===== src/rtl/aidan_mcnay_counter.sv =====
// Loadable up-counter with synchronous reset; priority rst > load > increment > hold.
// Define AIDAN_MCNAY_COUNTER_OVERFLOW_EN to add a registered one-cycle wrap flag.
module aidan_mcnay_counter #(
  parameter int nbits = 32
) (
  input  logic             clk,
  input  logic             rst,
  input  logic [nbits-1:0] in_num,
  input  logic             latch_val,
  input  logic             en,
  output logic [nbits-1:0] out_num
`ifdef AIDAN_MCNAY_COUNTER_OVERFLOW_EN
  ,
  output logic             overflow
`endif
);

  logic [nbits-1:0] count_q;
  logic [nbits-1:0] count_d;

  always_comb begin
    count_d = count_q;
    if (latch_val) begin
      count_d = in_num;
    end else if (en) begin
      count_d = count_q + nbits'(1);
    end
  end

  always_ff @(posedge clk) begin
    if (rst) begin
      count_q <= '0;
    end else begin
      count_q <= count_d;
    end
  end

  assign out_num = count_q;

`ifdef AIDAN_MCNAY_COUNTER_OVERFLOW_EN
  logic overflow_q;
  logic overflow_d;

  // Only a real increment from all-ones counts as a wrap; loads never do.
  assign overflow_d = !latch_val && en && (count_q == '1);

  always_ff @(posedge clk) begin
    if (rst) begin
      overflow_q <= 1'b0;
    end else begin
      overflow_q <= overflow_d;
    end
  end

  assign overflow = overflow_q;
`endif

endmodule


===== config.mk =====
export PLATFORM = sky130hd
export DESIGN_NAME = aidan_mcnay_counter
export DESIGN_NICKNAME = d
export VERILOG_FILES = /design/src/rtl/aidan_mcnay_counter.sv
export SDC_FILE = /design/constraint.sdc
export NUM_CORES = 1
export LEC_CHECK = 0
export CAP_MARGIN = 10
export CORE_UTILIZATION = 45
export CTS_BUF_LIST = sky130_fd_sc_hd__clkbuf_16
export CTS_CLUSTER_DIAMETER = 150
export DETAILED_ROUTE_END_ITERATION = 16
export PLACE_DENSITY_LB_ADDON = 0.1
export SLEW_MARGIN = 30
export SYNTH_ARGS = -nofsm -noshare
export SYNTH_HDL_FRONTEND = slang
export SYNTH_SLANG_ARGS = --single-unit
export TNS_END_PERCENT = 10

===== constraint.sdc =====
create_clock -name clk -period 2.2 [get_ports clk]
set_input_delay 0.55 -clock clk [delete_from_list [all_inputs] [get_ports clk]]
set_output_delay 0.55 -clock clk [all_outputs]
set_load 0.005 [all_outputs]

==> run summary, run 1 <==
The die covers 4540 um2. The biggest fanout along the worst timing path was 7; the number of flops mapped to enable cells by yosys was 0. Number of clock buffers inserted by TritonCTS: 5.

Leaving out fill and tap cells, the most frequent cell in the layout is sky130_fd_sc_hd__clkdlybuf4s50_1. The iteration-0 DRC count of the detailed router was 193. The register with the most flip-flops in the layout has 32 of them. The final critical-path share of the clock period works out to 0.925. Post-synthesis instance area: 1920 um2. The routed design has 5.71 mm of wire. A synthesized cell averages 7.98 um2. Once detail routing completed, the nets flagged for antenna violations numbered 0.

Summed over all layers, the global routing overflow is 0. On the worst path, the slowest cell contributes a delay of 0.47 ns. The number of nets in the layout is 359.

The H-tree was split into 2 levels. The required time of the worst setup path is 2.39 ns. For this design the static power due to leakage is 1.01 nW. Counting every sink on the clock net gives 32. For this design the total switching power over the nets is 409 uW.

Summed over all nets, the half-perimeter wirelength after detailed placement is 4.06 mm. The worst-skew pair later-pin latency was 0.27 ns. During placement, the flow inserted port buffers numbering 67. For this design the ratio of total power to cell area is 553 nW/um2.

The clock period minus final worst setup slack works out to 2.03 ns. The combined global-route utilization of all metal layers came out at 0.263. The share of final-layout standard cells stronger than drive strength 1 is 0.127.

The tools report the cell internal power dissipation as 1.22 mW. The first detailed-routing pass ran for 4 iterations. The tools report the starting utilization of the core area as 0.474.

The transition time of the tightest slew-check pin came out at 0.399 ns. Routability-driven placement finished with a final weighted congestion of 0.879. The Yosys step of the flow raised 0 warnings. The routed via count is 2,206. The post-synthesis instance total was 241; the count of inserted antenna diode cells was 0. The run gives 0 as the count of pins over their slew limit. The worst setup path is captured at a flop. In this run the count of I/O pins placed on the die edge is 68. The critical path goes through ha_1 -> nand2_1 -> or4_4 -> or4_1 -> a311oi_2. The flow ran to the end, and the final reports show no timing, DRC or antenna violations.

The post-synthesis cell type count was 44; the total cell area at the placement stage was 2790 um2. The run gives 0 ns as the sum of negative setup slack. The tree is rooted in a sky130_fd_sc_hd__clkbuf_16. Final standard cell utilization of the core: 0.724. The tools report the wire length of the first global-routing pass as 9.00 mm.

Slowest library cell on the worst path: sky130_fd_sc_hd__dfxtp_1. For the total of endpoints with negative setup slack in the final report, the log shows 0. TritonCTS built the clock tree.

STA classifies the critical path startpoint as a flop. The classification of the worst-slack hold path was reg2reg. The proportion of register bits with asynchronous set or reset after synthesis came out at 0.

The floorplan step defined a core boundary enclosing 4060 um2. The tools report the part of the total power dissipated in combinational logic as 0.186. Layout overhead on the synthesized area: 52.7%.

Largest delay contributor family on the critical path: simple AND/OR/NAND/NOR gates. Among all flip-flop cells after synthesis, the most frequent one is sky130_fd_sc_hd__dfxtp_1. Hold timing on the final database bottoms out at a slack of 0.539 ns.

The sequential cell area fraction in the yosys report is 0.333, and the count of buffer and inverter cells on the critical path is 0. The run gives 0.423 mV as the maximum VDD drop. The clock skew after layout came out at 0.00211 ns. The post-synth net total is 278. Setup repair after global routing left no endpoint under its margin. Leaving out fill and tap cells, the most frequent cells in the layout are sky130_fd_sc_hd__clkdlybuf4s50_1 (66), sky130_fd_sc_hd__dfxtp_1 (32), sky130_fd_sc_hd__nor2_1 (28), sky130_fd_sc_hd__buf_4 (25), sky130_fd_sc_hd__nand2_1 (14).

The run gives 0.396 as the clock share of power. The reported max-cap violation count was 0. The number of antenna violations at the first check in global routing was 0.

The switching share of power was 0.251. The area of all placed cells without fillers is 2940 um2, and the count of state elements after synthesis is 32. Timing would allow up to 0.492 GHz.

The headroom to the max-slew limit was 0.732. Row generation in the floorplan step produced 23 rows. Measured along the x axis, the die boundary spans 67.4 um. The vertical extent of the die was 67.4 um; the arrival time of the worst setup path was 2.22 ns.

The fraction of power consumed by sequential logic is 0.418, and the register clock-pin slew on the reported worst setup and hold paths is 0.05 ns. The kind of critical path is reg2reg. The largest net degree at the start of global routing is 37, and the ratio of routed vias to standard cells is 5.93. The logs give 0 for the DRC violations left and 0 for the total count of hold-check failures in the final report. For the number of buffers between clock root and the deepest sink, the log shows 2. For the number of global-route vias before repair, the log shows 2,011. After detailed routing, the average wire length per cell comes to 15.3 um. Hold repair after CTS inserted 0 buffers.
## cell usage after synthesis (2+ instances only)
master / number / area [um2]
sky130_fd_sc_hd__a311oi_1: 10 / 87.6
sky130_fd_sc_hd__xor2_1: 5 / 43.8
sky130_fd_sc_hd__nor3_1: 4 / 20.0
sky130_fd_sc_hd__xnor2_1: 6 / 52.6
sky130_fd_sc_hd__or3_1: 5 / 31.3
sky130_fd_sc_hd__nand3_1: 12 / 60.1
sky130_fd_sc_hd__inv_1: 10 / 37.5
sky130_fd_sc_hd__o21ai_0: 6 / 30.0
sky130_fd_sc_hd__a21oi_1: 6 / 30.0
sky130_fd_sc_hd__buf_2: 2 / 10.0
sky130_fd_sc_hd__buf_1: 2 / 7.51
sky130_fd_sc_hd__nor2_1: 28 / 105
sky130_fd_sc_hd__o31ai_1: 4 / 30.0
sky130_fd_sc_hd__nor3b_1: 5 / 37.5
sky130_fd_sc_hd__nand2_1: 14 / 52.6
sky130_fd_sc_hd__nor4b_1: 2 / 17.5
sky130_fd_sc_hd__a211oi_1: 12 / 90.1
sky130_fd_sc_hd__o211ai_1: 2 / 15.0
sky130_fd_sc_hd__and3_1: 4 / 25.0
sky130_fd_sc_hd__clkbuf_1: 15 / 56.3
sky130_fd_sc_hd__dfxtp_1: 32 / 641
sky130_fd_sc_hd__and4_1: 4 / 35.0
sky130_fd_sc_hd__o311ai_1: 2 / 17.5
sky130_fd_sc_hd__or4_1: 7 / 52.6
sky130_fd_sc_hd__nor4_1: 8 / 50.1
sky130_fd_sc_hd__a2111oi_0: 6 / 52.6
sky130_fd_sc_hd__nand4_1: 11 / 68.8
## logic make-up (layout without fill, tap and decap cells)
logic type | Yosys count | in the layout | share of synthesized area
flip-flops | 32 | 32 | 0.333
AO/OA/AOI/OAI | 55 | 55 | 0.214
XOR/XNOR | 11 | 11 | 0.0501
AND/OR/NAND/NOR | 111 | 111 | 0.332
buffers and inverters | 30 | 111 | 0.0598
multiplexers | 1 | 1 | 0.00520
adder cells (fa/ha/maj) | 1 | 1 | 0.00650
## cell type report
cell class | count | area (um2)
Clock buffer | 5 | 125
Clock inverter | 2 | 8.76
Fill cell | 345 | 1120
Inverter | 11 | 41.3
Multi-Input combinational cell | 179 | 1180
Sequential cell | 32 | 641
Tap cell | 50 | 62.6
Timing Repair Buffer | 93 | 877
## stage by stage
| stage | setup slack (ns) | cells | power (mW) |
|---|---|---|---|
| after floorplan | 0.171 | 241 | 0.790 |
| after global placement | -0.379 | 365 | 0.981 |
| after detailed placement | -0.477 | 365 | 0.989 |
| after CTS | 0.160 | 372 | 1.63 |
| after global routing | 0.0918 | 372 | 1.70 |
| final | 0.166 | 372 | 1.63 |
## per-layer routing
| metal | vias up | global-route usage | part of all wire |
|---|---|---|---|
| li1 | 1087 | - | - |
| met1 | 1048 | 0.333 | 0.46 |
| met2 | 65 | 0.444 | 0.48 |
| met3 | 6 | 0.0642 | 0.048 |
| met4 | 0 | 0.0638 | 0.0079 |
| met5 | - | 0 | 0 |
## worst register-to-register path, delay by kind of cell (launching register included)
kind | cells | cell delay [ns]
AOI/OAI and AO/OA | 1 | 0.26
adders and majority gates | 1 | 0.22
DFF | 1 | 0.47
and+or+nand+nor | 3 | 1.00
## repair_timing
item	4_1_cts	5_1_grt
setup endpoints to repair	8	0
gates resized for setup	4	0
setup buffers	0	0
## power by group through the flow
stage / Combinational (mW) / Sequential [mW] / Clock [mW]
final: 0.302 / 0.680 / 0.644
after detailed placement: 0.300 / 0.689 / 0
after floorplan: 0.103 / 0.687 / 0
after global routing: 0.328 / 0.686 / 0.683
after CTS: 0.304 / 0.678 / 0.651
after global placement: 0.295 / 0.687 / 0
## final timing paths
check / startpoint / end / slack, ns / cells after the start
worst max-delay path: out_num[1]$_SDFFE_PP0P_ / out_num[16]$_SDFFE_PP0P_ / 0.17 / 5
worst min-delay path: out_num[18]$_SDFFE_PP0P_ / out_num[18]$_SDFFE_PP0P_ / 0.54 / 2
worst max register to register: out_num[1]$_SDFFE_PP0P_ / out_num[16]$_SDFFE_PP0P_ / 0.17 / 5
worst min register to register: out_num[18]$_SDFFE_PP0P_ / out_num[18]$_SDFFE_PP0P_ / 0.54 / 2
Note: power is estimated with default switching activity, not from simulation.
==> run 2: changes to the inputs <==
==> constraint.sdc (replaced) <==
create_clock -name clk -period 2.2 [get_ports clk]
set_input_delay 0.55 -clock clk [delete_from_list [all_inputs] [get_ports clk]]
set_output_delay 0.55 -clock clk [all_outputs]
set_load 0.1 [all_outputs]
==> run summary, run 2 (synthesized netlist as in run 1, its figures left out) <==
The flow ran to the end, and the final reports show no timing, DRC or antenna violations. The headroom to the max-slew limit came out at 0.718 (-0.0141). TritonCTS built the clock tree. Count of clock tree sinks: 32 (unchanged). The detail-routed net length per standard cell works out to 15.3 um (-0.32%). The clock period minus final worst setup slack is 2.02 ns (-0.0144 ns), and the residual antenna-violating net count after detailed routing is 0 (unchanged).

The worst setup path is launched from an input pin. The detailed placer's ending HPWL is 4.00 mm (-1.6%). The number of antenna violations at the first check in global routing is 0 (unchanged). Overall die area: 4540 um2 (unchanged). The slowest library cell on the worst path is sky130_fd_sc_hd__or4_4. The count of buffer and inverter cells on the critical path is 1 (+1), and the sequential cell area is 699 um2 (+9.2%).

The worst setup path is captured at a flop. The path class of the tightest hold or removal check is reg2reg. The site row count was 23 (unchanged). Transition time of the tightest slew-check pin: 0.420 ns (+0.0210 ns).

The clock skew after layout is 0.00299 ns (+0.000883 ns). The final critical-path share of the clock period is 0.918 (-0.00653). The worst setup path is of the in2reg kind. Highest achievable clock rate: 0.495 GHz (+0.71%). The tree is rooted in a sky130_fd_sc_hd__clkbuf_16.

For the iteration-0 DRC count of the detailed router, the log shows 155 (-20%). The tools report the combined global-route utilization of all metal layers as 0.271 (+0.00809). The run gives 2 (unchanged) as the number of buffers between clock root and the deepest sink. The reported max-cap violation count came out at 0 (unchanged). The total power after layout is 1.90 mW (+17%), and the delay of the slowest cell on the worst path is 0.58 ns (+0.11 ns). The tools report the routed wire length as 5.60 mm (-1.9%). The count of input and output buffers was 67 (unchanged); the power density normalized to cell area was 663 nW/um2 (+20%). Share of final-layout standard cells stronger than drive strength 1: 0.282 (+0.154). The largest net degree at the start of global routing was 26 (-30%). The number of detailed-route iterations in the first pass was 4 (unchanged). Post-cts hold buffer count: 0 (unchanged).

The count of H-tree levels built during CTS was 2 (unchanged); the overflow left after global routing was 0 (unchanged). For the number of I/O pins, the log shows 68 (unchanged). The area growth from synthesis to layout is 48.6%. The count of inserted antenna diode cells is 0 (unchanged), and the maximum VDD drop is 0.460 mV (+8.9%). The sum of negative setup slack was 0 ns (unchanged). The run gives 0 (unchanged) as the count of pins over their slew limit. The arrival time of the worst setup path came out at 2.19 ns (-0.03 ns). The worst-skew pair later-pin latency was 0.27 ns (about the same); the width of the die was 67.4 um (unchanged).

The tools report the total count of hold-check failures in the final report as 0 (unchanged). The library cell used most frequently in the layout, excluding fill and tap cells, is sky130_fd_sc_hd__buf_4. The logs give 2,196 (-0.45%) for the routed via count and 1180 um2 (-0.53%) for the area of the multi-input gates. The ratio of routed vias to standard cells is 6.00 (+1.2%). The biggest fanout along the worst timing path was 7 (unchanged).

In the layout the commonest cells are sky130_fd_sc_hd__buf_4 (50), sky130_fd_sc_hd__clkdlybuf4s50_1 (34), sky130_fd_sc_hd__nor2_1 (28), sky130_fd_sc_hd__nand2_1 (14), sky130_fd_sc_hd__dfxtp_2 (14). The total core area is 4060 um2 (unchanged), and the reported leakage power is 1.04 nW (+2.3%). The tools report the number of nets in the layout as 352 (-1.9%). The number of global-route vias before repair was 1,995 (-0.80%); the total of endpoints with negative setup slack in the final report was 0 (unchanged). The run gives 0 (unchanged) as the DRC violations left.

The number of clock buffers inserted by TritonCTS is 5 (unchanged), and the register clock-pin slew on the reported worst setup and hold paths is 0.05 ns (about the same). The logs give 0.474 (unchanged) for the starting utilization of the core area and 9.31 mm (+3.4%) for the wire length of the first global-routing pass. The filler cell count is 353 (+2.3%), and the number of buffers inserted to repair setup after CTS is 0 (unchanged). The post-cts resize count came out at 3 (-1). The required time of the worst setup path is 2.37 ns (-0.02 ns), and the vertical extent of the die is 67.4 um (unchanged). Setup repair after global routing left no endpoint under its margin. The flip-flop count of the largest register, all copies and words added works out to 32 (unchanged). The final RePlAce weighted congestion came out at 0.817 (-7.1%). The largest delay contributor family on the critical path was simple AND/OR/NAND/NOR gates.

The signal on the critical path passes through dlygate4sd2_1 -> nand3_2 -> or4_4 -> or4_1 -> a311oi_1.
run 2: changes by cell type in the layout (fill, tap and decap cells not counted), sizes merged:
cell           before  now
clkinv              2    3
clkdlybuf4s50      66   34
buf                26   51
run 2: final timing paths:
path | slack [ns] | depth (start not counted) | startpoint | endpoint
worst max-delay path | 0.18 | 5 | en | out_num[17]$_SDFFE_PP0P_
worst min-delay path | 0.52 | 2 | out_num[18]$_SDFFE_PP0P_ | out_num[18]$_SDFFE_PP0P_
worst max register to register | 0.24 | 4 | out_num[15]$_SDFFE_PP0P_ | out_num[20]$_SDFFE_PP0P_
worst min register to register | 0.52 | 2 | out_num[18]$_SDFFE_PP0P_ | out_num[18]$_SDFFE_PP0P_
run 2: report_power, final:
| part | switching, mW | internal, mW | total, mW | leakage [nW] |
|---|---|---|---|---|
| combinational | 0.393 | 0.166 | 0.560 | 0.689 |
| clock | 0.242 | 0.407 | 0.649 | 0.0701 |
| sequential | 0.0638 | 0.623 | 0.687 | 0.277 |
run 2: worst min-delay path, cell delays in order, from the launching register on:
cell and delay, ns:
sky130_fd_sc_hd__dfxtp_2 0.33, sky130_fd_sc_hd__o31ai_1 0.06, sky130_fd_sc_hd__a311oi_1 0.08
run 2: per-layer routing:
metal  wire length [um]  vias to the layer above  GRT usage
met1               2460                     1034      0.345
met2               2780                       77      0.438
met3                292                        6     0.0608
met5                  0                        -          0
met4                 65                        0      0.114
li1                   -                     1079          -
run 2: stage by stage:
step | std cells | hold slack [ns] | instance area [um2] | util | setup slack (ns)
2_1_floorplan | 241 | 0.657 | 1980 | - | -0.00692
4_1_cts | 366 | 0.515 | 2860 | 0.705 | 0.185
3_3_place_gp | 358 | 0.499 | 2720 | 0.670 | -0.379
6_report | 366 | 0.516 | 2860 | 0.705 | 0.180
3_5_place_dp | 358 | 0.510 | 2720 | 0.670 | -0.429
5_1_grt | 366 | 0.536 | 2860 | 0.705 | 0.110
run 2: area by class of cell:
cell class,instances,area share
clock buffer,5,0.0437
multi-input combinational,179,0.411
clock inverter,3,0.00394
sequential,32,0.245
tap,50,0.0219
inverter,11,0.0144
timing repair buffer,86,0.260
